==> src/rtl/ahb_wr_buffer_if.sv <==
// AHB-Lite slave bus plus memory port for ahb_wr_buffer; slave modport is the buffer's view.
// Latency: none, signal bundle only.
// Backpressure: carried by hreadyout (AHB) and mem_ack (memory side).
`ifndef ADDR_WIDTH
`define ADDR_WIDTH 32
`endif

interface ahb_wr_buffer_if #(
    parameter int ADDR_WIDTH = `ADDR_WIDTH,
    parameter int DATA_WIDTH = 32,
    parameter int FIFO_DEPTH = 4
);
    localparam int LW = $clog2(FIFO_DEPTH) + 1;

    logic                  hsel;
    logic [ADDR_WIDTH-1:0] haddr;
    logic [1:0]            htrans;
    logic                  hwrite;
    logic                  hready;
    logic [DATA_WIDTH-1:0] hwdata;
    logic                  hreadyout;
    logic                  hresp;
    logic [DATA_WIDTH-1:0] hrdata;
    logic                  mem_req;
    logic                  mem_we;
    logic [ADDR_WIDTH-1:0] mem_addr;
    logic [DATA_WIDTH-1:0] mem_wdata;
    logic [DATA_WIDTH-1:0] mem_rdata;
    logic                  mem_ack;
    logic [LW-1:0]         fifo_level;

    modport slave (
        input  hsel, haddr, htrans, hwrite, hready, hwdata, mem_rdata, mem_ack,
        output hreadyout, hresp, hrdata, mem_req, mem_we, mem_addr, mem_wdata, fifo_level
    );

    modport master (
        output hsel, haddr, htrans, hwrite, hready, hwdata, mem_rdata, mem_ack,
        input  hreadyout, hresp, hrdata, mem_req, mem_we, mem_addr, mem_wdata, fifo_level
    );
endinterface

==> src/rtl/ahb_wr_buffer.sv <==
// AHB-Lite write buffer: posted writes queue in a FIFO and drain via mem_req/ack; optional AHB_ERR_RESP_EN.
// Latency: writes zero-wait; reads wait for the FIFO to drain, then one wait state with immediate ack.
// Backpressure: hreadyout drops on a full FIFO or an outstanding read; memory side throttles via mem_ack.
`ifndef ADDR_WIDTH
`define ADDR_WIDTH 32
`endif

module ahb_wr_buffer #(
    parameter int ADDR_WIDTH = `ADDR_WIDTH,
    parameter int DATA_WIDTH = 32,
    parameter int FIFO_DEPTH = 4
) (
    input logic            hclk,
    input logic            hreset,
    ahb_wr_buffer_if.slave bus
);
    localparam int PW = $clog2(FIFO_DEPTH);
    localparam int LW = PW + 1;
    localparam int WW = ADDR_WIDTH - 2;

    typedef enum logic [2:0] {
        ST_IDLE,
        ST_WR_DATA,
        ST_RD_DRAIN,
        ST_RD_MEM,
        ST_RD_RESP
`ifdef AHB_ERR_RESP_EN
        , ST_ERR1,
        ST_ERR2
`endif
    } state_t;

    state_t                state_q, state_d;
    logic [WW-1:0]         addr_q;
    logic [DATA_WIDTH-1:0] hrdata_q;
    logic [WW-1:0]         fifo_addr [FIFO_DEPTH];
    logic [DATA_WIDTH-1:0] fifo_data [FIFO_DEPTH];
    logic [PW-1:0]         wr_ptr, rd_ptr;
    logic [LW-1:0]         level_q;

    logic accept, fifo_empty, fifo_full;
    logic ready, resp, push, pop, rd_mem, new_phase, drain_act;
    logic                  mem_req_c, mem_we_c;
    logic [ADDR_WIDTH-1:0] mem_addr_c;
    logic [DATA_WIDTH-1:0] mem_wdata_c;
    logic                  unused_bits;

    assign accept     = bus.hsel & bus.hready & bus.htrans[1];
    assign fifo_empty = (level_q == '0);
    assign fifo_full  = (level_q == LW'(FIFO_DEPTH));

`ifdef AHB_ERR_RESP_EN
    assign unused_bits = bus.htrans[0];
`else
    assign unused_bits = bus.htrans[0] ^ (^bus.haddr[1:0]);
`endif

    always_comb begin
        state_d   = state_q;
        ready     = 1'b1;
        resp      = 1'b0;
        push      = 1'b0;
        rd_mem    = 1'b0;
        new_phase = 1'b0;
        case (state_q)
            ST_IDLE:    new_phase = 1'b1;
            ST_WR_DATA: begin
                if (fifo_full) begin
                    ready = 1'b0;
                end else begin
                    push      = 1'b1;
                    new_phase = 1'b1;
                end
            end
            ST_RD_DRAIN: begin
                ready = 1'b0;
                if (fifo_empty) state_d = ST_RD_MEM;
            end
            ST_RD_MEM: begin
                ready  = 1'b0;
                rd_mem = 1'b1;
                if (bus.mem_ack) state_d = ST_RD_RESP;
            end
            ST_RD_RESP: new_phase = 1'b1;
`ifdef AHB_ERR_RESP_EN
            ST_ERR1: begin
                ready   = 1'b0;
                resp    = 1'b1;
                state_d = ST_ERR2;
            end
            ST_ERR2: begin
                resp      = 1'b1;
                new_phase = 1'b1;
            end
`endif
            default: state_d = ST_IDLE;
        endcase

        // A read may only bypass the drain state if nothing is queued, including this cycle's push.
        if (new_phase) begin
            state_d = ST_IDLE;
            if (accept) begin
`ifdef AHB_ERR_RESP_EN
                if (bus.haddr[1:0] != 2'b00) state_d = ST_ERR1;
                else
`endif
                if (bus.hwrite)                state_d = ST_WR_DATA;
                else if (fifo_empty && !push)  state_d = ST_RD_MEM;
                else                           state_d = ST_RD_DRAIN;
            end
        end
    end

    assign drain_act = !fifo_empty && (state_q != ST_RD_MEM);
    assign pop       = drain_act && bus.mem_ack;

    always_comb begin
        mem_req_c   = 1'b0;
        mem_we_c    = 1'b0;
        mem_addr_c  = '0;
        mem_wdata_c = '0;
        if (rd_mem) begin
            mem_req_c  = 1'b1;
            mem_addr_c = {addr_q, 2'b00};
        end else if (drain_act) begin
            mem_req_c   = 1'b1;
            mem_we_c    = 1'b1;
            mem_addr_c  = {fifo_addr[rd_ptr], 2'b00};
            mem_wdata_c = fifo_data[rd_ptr];
        end
    end

    always_ff @(posedge hclk or posedge hreset) begin
        if (hreset) begin
            state_q  <= ST_IDLE;
            addr_q   <= '0;
            hrdata_q <= '0;
            wr_ptr   <= '0;
            rd_ptr   <= '0;
            level_q  <= '0;
        end else begin
            state_q <= state_d;
            if (new_phase && accept) addr_q <= bus.haddr[ADDR_WIDTH-1:2];
            if (rd_mem && bus.mem_ack) hrdata_q <= bus.mem_rdata;
            if (push) wr_ptr <= wr_ptr + PW'(1);
            if (pop)  rd_ptr <= rd_ptr + PW'(1);
            if (push && !pop)      level_q <= level_q + LW'(1);
            else if (pop && !push) level_q <= level_q - LW'(1);
        end
    end

    always_ff @(posedge hclk) begin
        if (push) begin
            fifo_addr[wr_ptr] <= addr_q;
            fifo_data[wr_ptr] <= bus.hwdata;
        end
    end

    assign bus.hreadyout  = ready;
    assign bus.hresp      = resp;
    assign bus.hrdata     = hrdata_q;
    assign bus.mem_req    = mem_req_c;
    assign bus.mem_we     = mem_we_c;
    assign bus.mem_addr   = mem_addr_c;
    assign bus.mem_wdata  = mem_wdata_c;
    assign bus.fifo_level = level_q;
endmodule

==> src/flat_wrapper.sv <==
// flat-port wrapper written by rule: the top's interface ports become plain ports
module ahb_wr_buffer_flat 
#(
    parameter int ADDR_WIDTH = `ADDR_WIDTH,
    parameter int DATA_WIDTH = 32,
    parameter int FIFO_DEPTH = 4
)
  (hclk, hreset, bus_hsel, bus_haddr, bus_htrans, bus_hwrite, bus_hready, bus_hwdata, bus_mem_rdata, bus_mem_ack, bus_hreadyout, bus_hresp, bus_hrdata, bus_mem_req, bus_mem_we, bus_mem_addr, bus_mem_wdata, bus_fifo_level);
  ahb_wr_buffer_if #(.ADDR_WIDTH(ADDR_WIDTH), .DATA_WIDTH(DATA_WIDTH), .FIFO_DEPTH(FIFO_DEPTH)) bus_i ();
  input logic hclk;
  input logic hreset;
  input wire logic [$bits(bus_i.hsel)-1:0] bus_hsel;
  input wire logic [$bits(bus_i.haddr)-1:0] bus_haddr;
  input wire logic [$bits(bus_i.htrans)-1:0] bus_htrans;
  input wire logic [$bits(bus_i.hwrite)-1:0] bus_hwrite;
  input wire logic [$bits(bus_i.hready)-1:0] bus_hready;
  input wire logic [$bits(bus_i.hwdata)-1:0] bus_hwdata;
  input wire logic [$bits(bus_i.mem_rdata)-1:0] bus_mem_rdata;
  input wire logic [$bits(bus_i.mem_ack)-1:0] bus_mem_ack;
  output wire logic [$bits(bus_i.hreadyout)-1:0] bus_hreadyout;
  output wire logic [$bits(bus_i.hresp)-1:0] bus_hresp;
  output wire logic [$bits(bus_i.hrdata)-1:0] bus_hrdata;
  output wire logic [$bits(bus_i.mem_req)-1:0] bus_mem_req;
  output wire logic [$bits(bus_i.mem_we)-1:0] bus_mem_we;
  output wire logic [$bits(bus_i.mem_addr)-1:0] bus_mem_addr;
  output wire logic [$bits(bus_i.mem_wdata)-1:0] bus_mem_wdata;
  output wire logic [$bits(bus_i.fifo_level)-1:0] bus_fifo_level;
  assign bus_i.hsel = bus_hsel;
  assign bus_i.haddr = bus_haddr;
  assign bus_i.htrans = bus_htrans;
  assign bus_i.hwrite = bus_hwrite;
  assign bus_i.hready = bus_hready;
  assign bus_i.hwdata = bus_hwdata;
  assign bus_i.mem_rdata = bus_mem_rdata;
  assign bus_i.mem_ack = bus_mem_ack;
  assign bus_hreadyout = bus_i.hreadyout;
  assign bus_hresp = bus_i.hresp;
  assign bus_hrdata = bus_i.hrdata;
  assign bus_mem_req = bus_i.mem_req;
  assign bus_mem_we = bus_i.mem_we;
  assign bus_mem_addr = bus_i.mem_addr;
  assign bus_mem_wdata = bus_i.mem_wdata;
  assign bus_fifo_level = bus_i.fifo_level;
  ahb_wr_buffer #(.ADDR_WIDTH(ADDR_WIDTH), .DATA_WIDTH(DATA_WIDTH), .FIFO_DEPTH(FIFO_DEPTH)) u_core (.hclk(hclk), .hreset(hreset), .bus(bus_i));
endmodule
==> config.mk <==
export PLATFORM = sky130hd
export DESIGN_NAME = ahb_wr_buffer_flat
export DESIGN_NICKNAME = d
export VERILOG_FILES = /design/src/rtl/ahb_wr_buffer_if.sv /design/src/rtl/ahb_wr_buffer.sv /design/src/flat_wrapper.sv
export SDC_FILE = /design/constraint.sdc
export NUM_CORES = 1
export LEC_CHECK = 0
export ABC_AREA = 0
export CELL_PAD_IN_SITES_DETAIL_PLACEMENT = 2
export CELL_PAD_IN_SITES_GLOBAL_PLACEMENT = 2
export CORE_MARGIN = 8
export CORE_UTILIZATION = 30
export CTS_CLUSTER_SIZE = 16
export DETAILED_ROUTE_END_ITERATION = 7
export GPL_ROUTABILITY_DRIVEN = 0
export PLACE_DENSITY = 0.65
export SLEW_MARGIN = 20
export SYNTH_ARGS = -nofsm -noshare
export SYNTH_HDL_FRONTEND = slang
export SYNTH_SLANG_ARGS = --single-unit
==> constraint.sdc <==
create_clock -name hclk -period 3.35 [get_ports hclk]
set_clock_uncertainty 0.2 [all_clocks]
set_input_delay 0.335 -clock hclk [delete_from_list [all_inputs] [get_ports hclk]]
set_output_delay 0.335 -clock hclk [all_outputs]
set_load 0.005 [all_outputs]
==> metrics.txt <==
number of enable flip-flop cells after synthesis ~250; Placed Cells 1310; Top FF cell, synth edfxtp_1; CTS root buf clkbuf_16; final wirelength 31800 microns; unrepaired setup endpoints after global routing false; status completed; Wirelength per Cell 23.0 microns; commonest cells after routing, fill and taps aside 248 x edfxtp_1, 200 x clkdlybuf4s50_1, 70 x dfrtp_1, 62 x mux4_2, 39 x clkbuf_16; slowest cell on the critical path dfrtp_4; dpl ws between 0.5 and 0.6 ns; r2r worst-path depth 8; synth-to-layout area growth 31.6%; HPWL after detailed placement 19500 microns; max-slew violation count 0; total gr overflow 0; period utilisation layout 0.954; Mapped Area around 12000 sq um; worst-path fanout max 20; Post-DRT Antenna Nets 0; asr flop ratio synth 0.225; CP arrival 2.66 ns; worst rel slew slack 0.457; clock buffer depth 3; vias per inst around 4.7; IO Pins a little over 200; clk slew on worst S/H paths 0.06 ns; Post-Layout Cell Count 1380; Pre-antenna DRT Iters 4; Lkg Pwr 5.77 nW; Cells after Synth 590; antenna cell count 0; nets@finish between 900 and 1000; DRT iter0 DRCs between 200 and 300; Die Wd 220 microns; GRT Util Overall 0.133; commonest non-fill, non-tap cell in the layout edfxtp_1; syn avg cell area 21.2 sq um; P per Cell Area between 900 and 1000 nW/um^2; Max Clk Rate about 310 MHz; FF-to-FF End u_core.bus.fifo_level[2]$_DFFE_PP0P_; crit path to bus_mem_addr[16]; Tightest Hold Check Type in2async; final total power 0.0153 W; TritonCTS buffer count 38; layout cell share with drive strength beyond 1 0.210; R2R Path Start u_core.state_q[2]$_DFFE_PP0P_; core area 41000 sq um; Critical Path RT 2.81 ns; number of distinct library cells after synthesis 40; CP Class reg2out; Largest stage delay, worst path 0.54 ns; worst setup margin roughly 0.15 ns; Startpoint Class flip-flop; worst skew pair latency 0.54 ns; Max-cap violations 0; largest net degree at the start of global routing 52; register area share after synthesis 0.740; first-pass GRT wire length 48100 microns; worst path cell trace bufbuf_16 > mux4_2 > a22o_1 > clkdlybuf4s50_1; row cnt 74; Critical path origin u_core.rd_ptr[0]$_DFFE_PP0P_; Worst-Margin Slew 0.815 ns; starting density of the core 0.305; setup TNS after final layout 0 ns; # clock sinks 320; flops & latches, synth 320; IR drop worst, VDD 0.383 mV; die height 220 microns; Die ar. ~48000 sq um; reg2reg setup slack 0.83 ns; DR vias 6462; Final setup violation count 0; H-tree levels 2; number of remaining DRC errors 0; initial antenna violation count 3; CTS tree yes; YS warnings 0; CP endpoint kind output pin; Port Buffers 200; vias in the first global route about 7600; Hold Violations, Final 0; fin crit period 3.20 ns
how the worst min path moves through the flow:
stage / from / end / slack (ns) / cells after the start
after floorplan: bus_hwdata[0] / u_core.fifo_data[0][0]$_DFFE_PP_ / 0.23 / 0
after global placement: u_core.bus.hrdata[22]$_DFFE_PP0P_ / u_core.bus.hrdata[22]$_DFFE_PP0P_ / 0.27 / 1
after detailed placement: u_core.bus.hrdata[3]$_DFFE_PP0P_ / u_core.bus.hrdata[3]$_DFFE_PP0P_ / 0.28 / 1
after CTS: hreset / u_core.addr_q[3]$_DFFE_PP0P_ / 0.06 / 2
after global routing: hreset / u_core.addr_q[3]$_DFFE_PP0P_ / 0.12 / 2
final: hreset / u_core.addr_q[3]$_DFFE_PP0P_ / 0.06 / 2
flip-flops by register name, summed over array words and instances (netlist names):
register,count
u_core.fifo_data,128
u_core.fifo_addr,120
u_core.bus.hrdata,32
u_core.addr_q,30
u_core.bus.fifo_level,3
u_core.state_q,3
u_core.rd_ptr,2
u_core.wr_ptr,2
power breakdown:
group | total [W] | switching, W | internal, W
combinational | 0.00541 | 0.00218 | 0.00323
sequential | 0.00600 | 0.000591 | 0.00541
clock | 0.00394 | 0.00160 | 0.00234
total | 0.0153 | 0.00437 | 0.0110
stage by stage:
stage	instance area [sq um]	util	hold WS [ns]
after floorplan	12500	-	0.234
after global placement	15200	0.371	0.272
after detailed placement	15200	0.371	0.284
final	16500	0.401	0.0605
after CTS	16500	0.401	0.0580
after global routing	16500	0.401	0.125
area by class of cell:
type,count,area [sq um]
clock buffers,53,1050
clock inverters,16,133
fillers,3891,24600
inverters,6,23.8
multi-input cells,232,2980
flip-flops and latches,320,9260
well taps,532,666
repair buffers,221,2340
routing by layer:
layer  global-route usage  vias to the layer above  routed length (microns)
met5                    0                        -                       41
met4               0.0407                        6                      619
met3               0.0490                       51                     2480
met2                0.225                      183                    15700
met1                0.157                     3397                    12900
li1                     -                     2825                        -
critical path: cells and delay by family (launching register included):
| family | cells | cell delay [ns] |
|---|---|---|
| buffers and inverters | 2 | 0.85 |
| DFF | 1 | 0.54 |
| muxes | 1 | 0.52 |
| AOI/OAI and AO/OA | 1 | 0.20 |
synth_stat cells (2+ instances only):
master    instances  area [sq um]
mux2_4           10           150
inv_1             6          22.5
buf_1             4          15.0
buf_6            15           169
mux4_2           62          1400
mux2_2           22           248
nor2_1            2          7.51
clkbuf_1          3          11.3
ha_1              5          62.6
o21ai_1           2          10.0
edfxtp_1        248          7450
xor2_1            2          17.5
a22o_1           30           263
and2_1           36           225
xnor2_1           4          35.0
mux2_1           31           349
buf_4             6          45.0
dfrtp_1          72          1800
buf_2             6          30.0
nand2_1           4          15.0
kinds of logic after synthesis:
group | synth area share
adder cells (fa/ha/maj) | 0.00661
AND/OR/NAND/NOR | 0.0273
XOR/XNOR | 0.00420
flip-flops | 0.740
buffers and inverters | 0.0234
AO/OA/AOI/OAI | 0.0267
multiplexers | 0.171
other | 0.000300
timing repair:
action | CTS | global route
resized for setup | 1 | 0
hold buffers | 0 | 0
hold endpoints to repair | 0 | 0
setup buffers | 0 | 0
setup endpoints to repair | 14 | 0
Note: power is estimated with default switching activity, not from simulation.
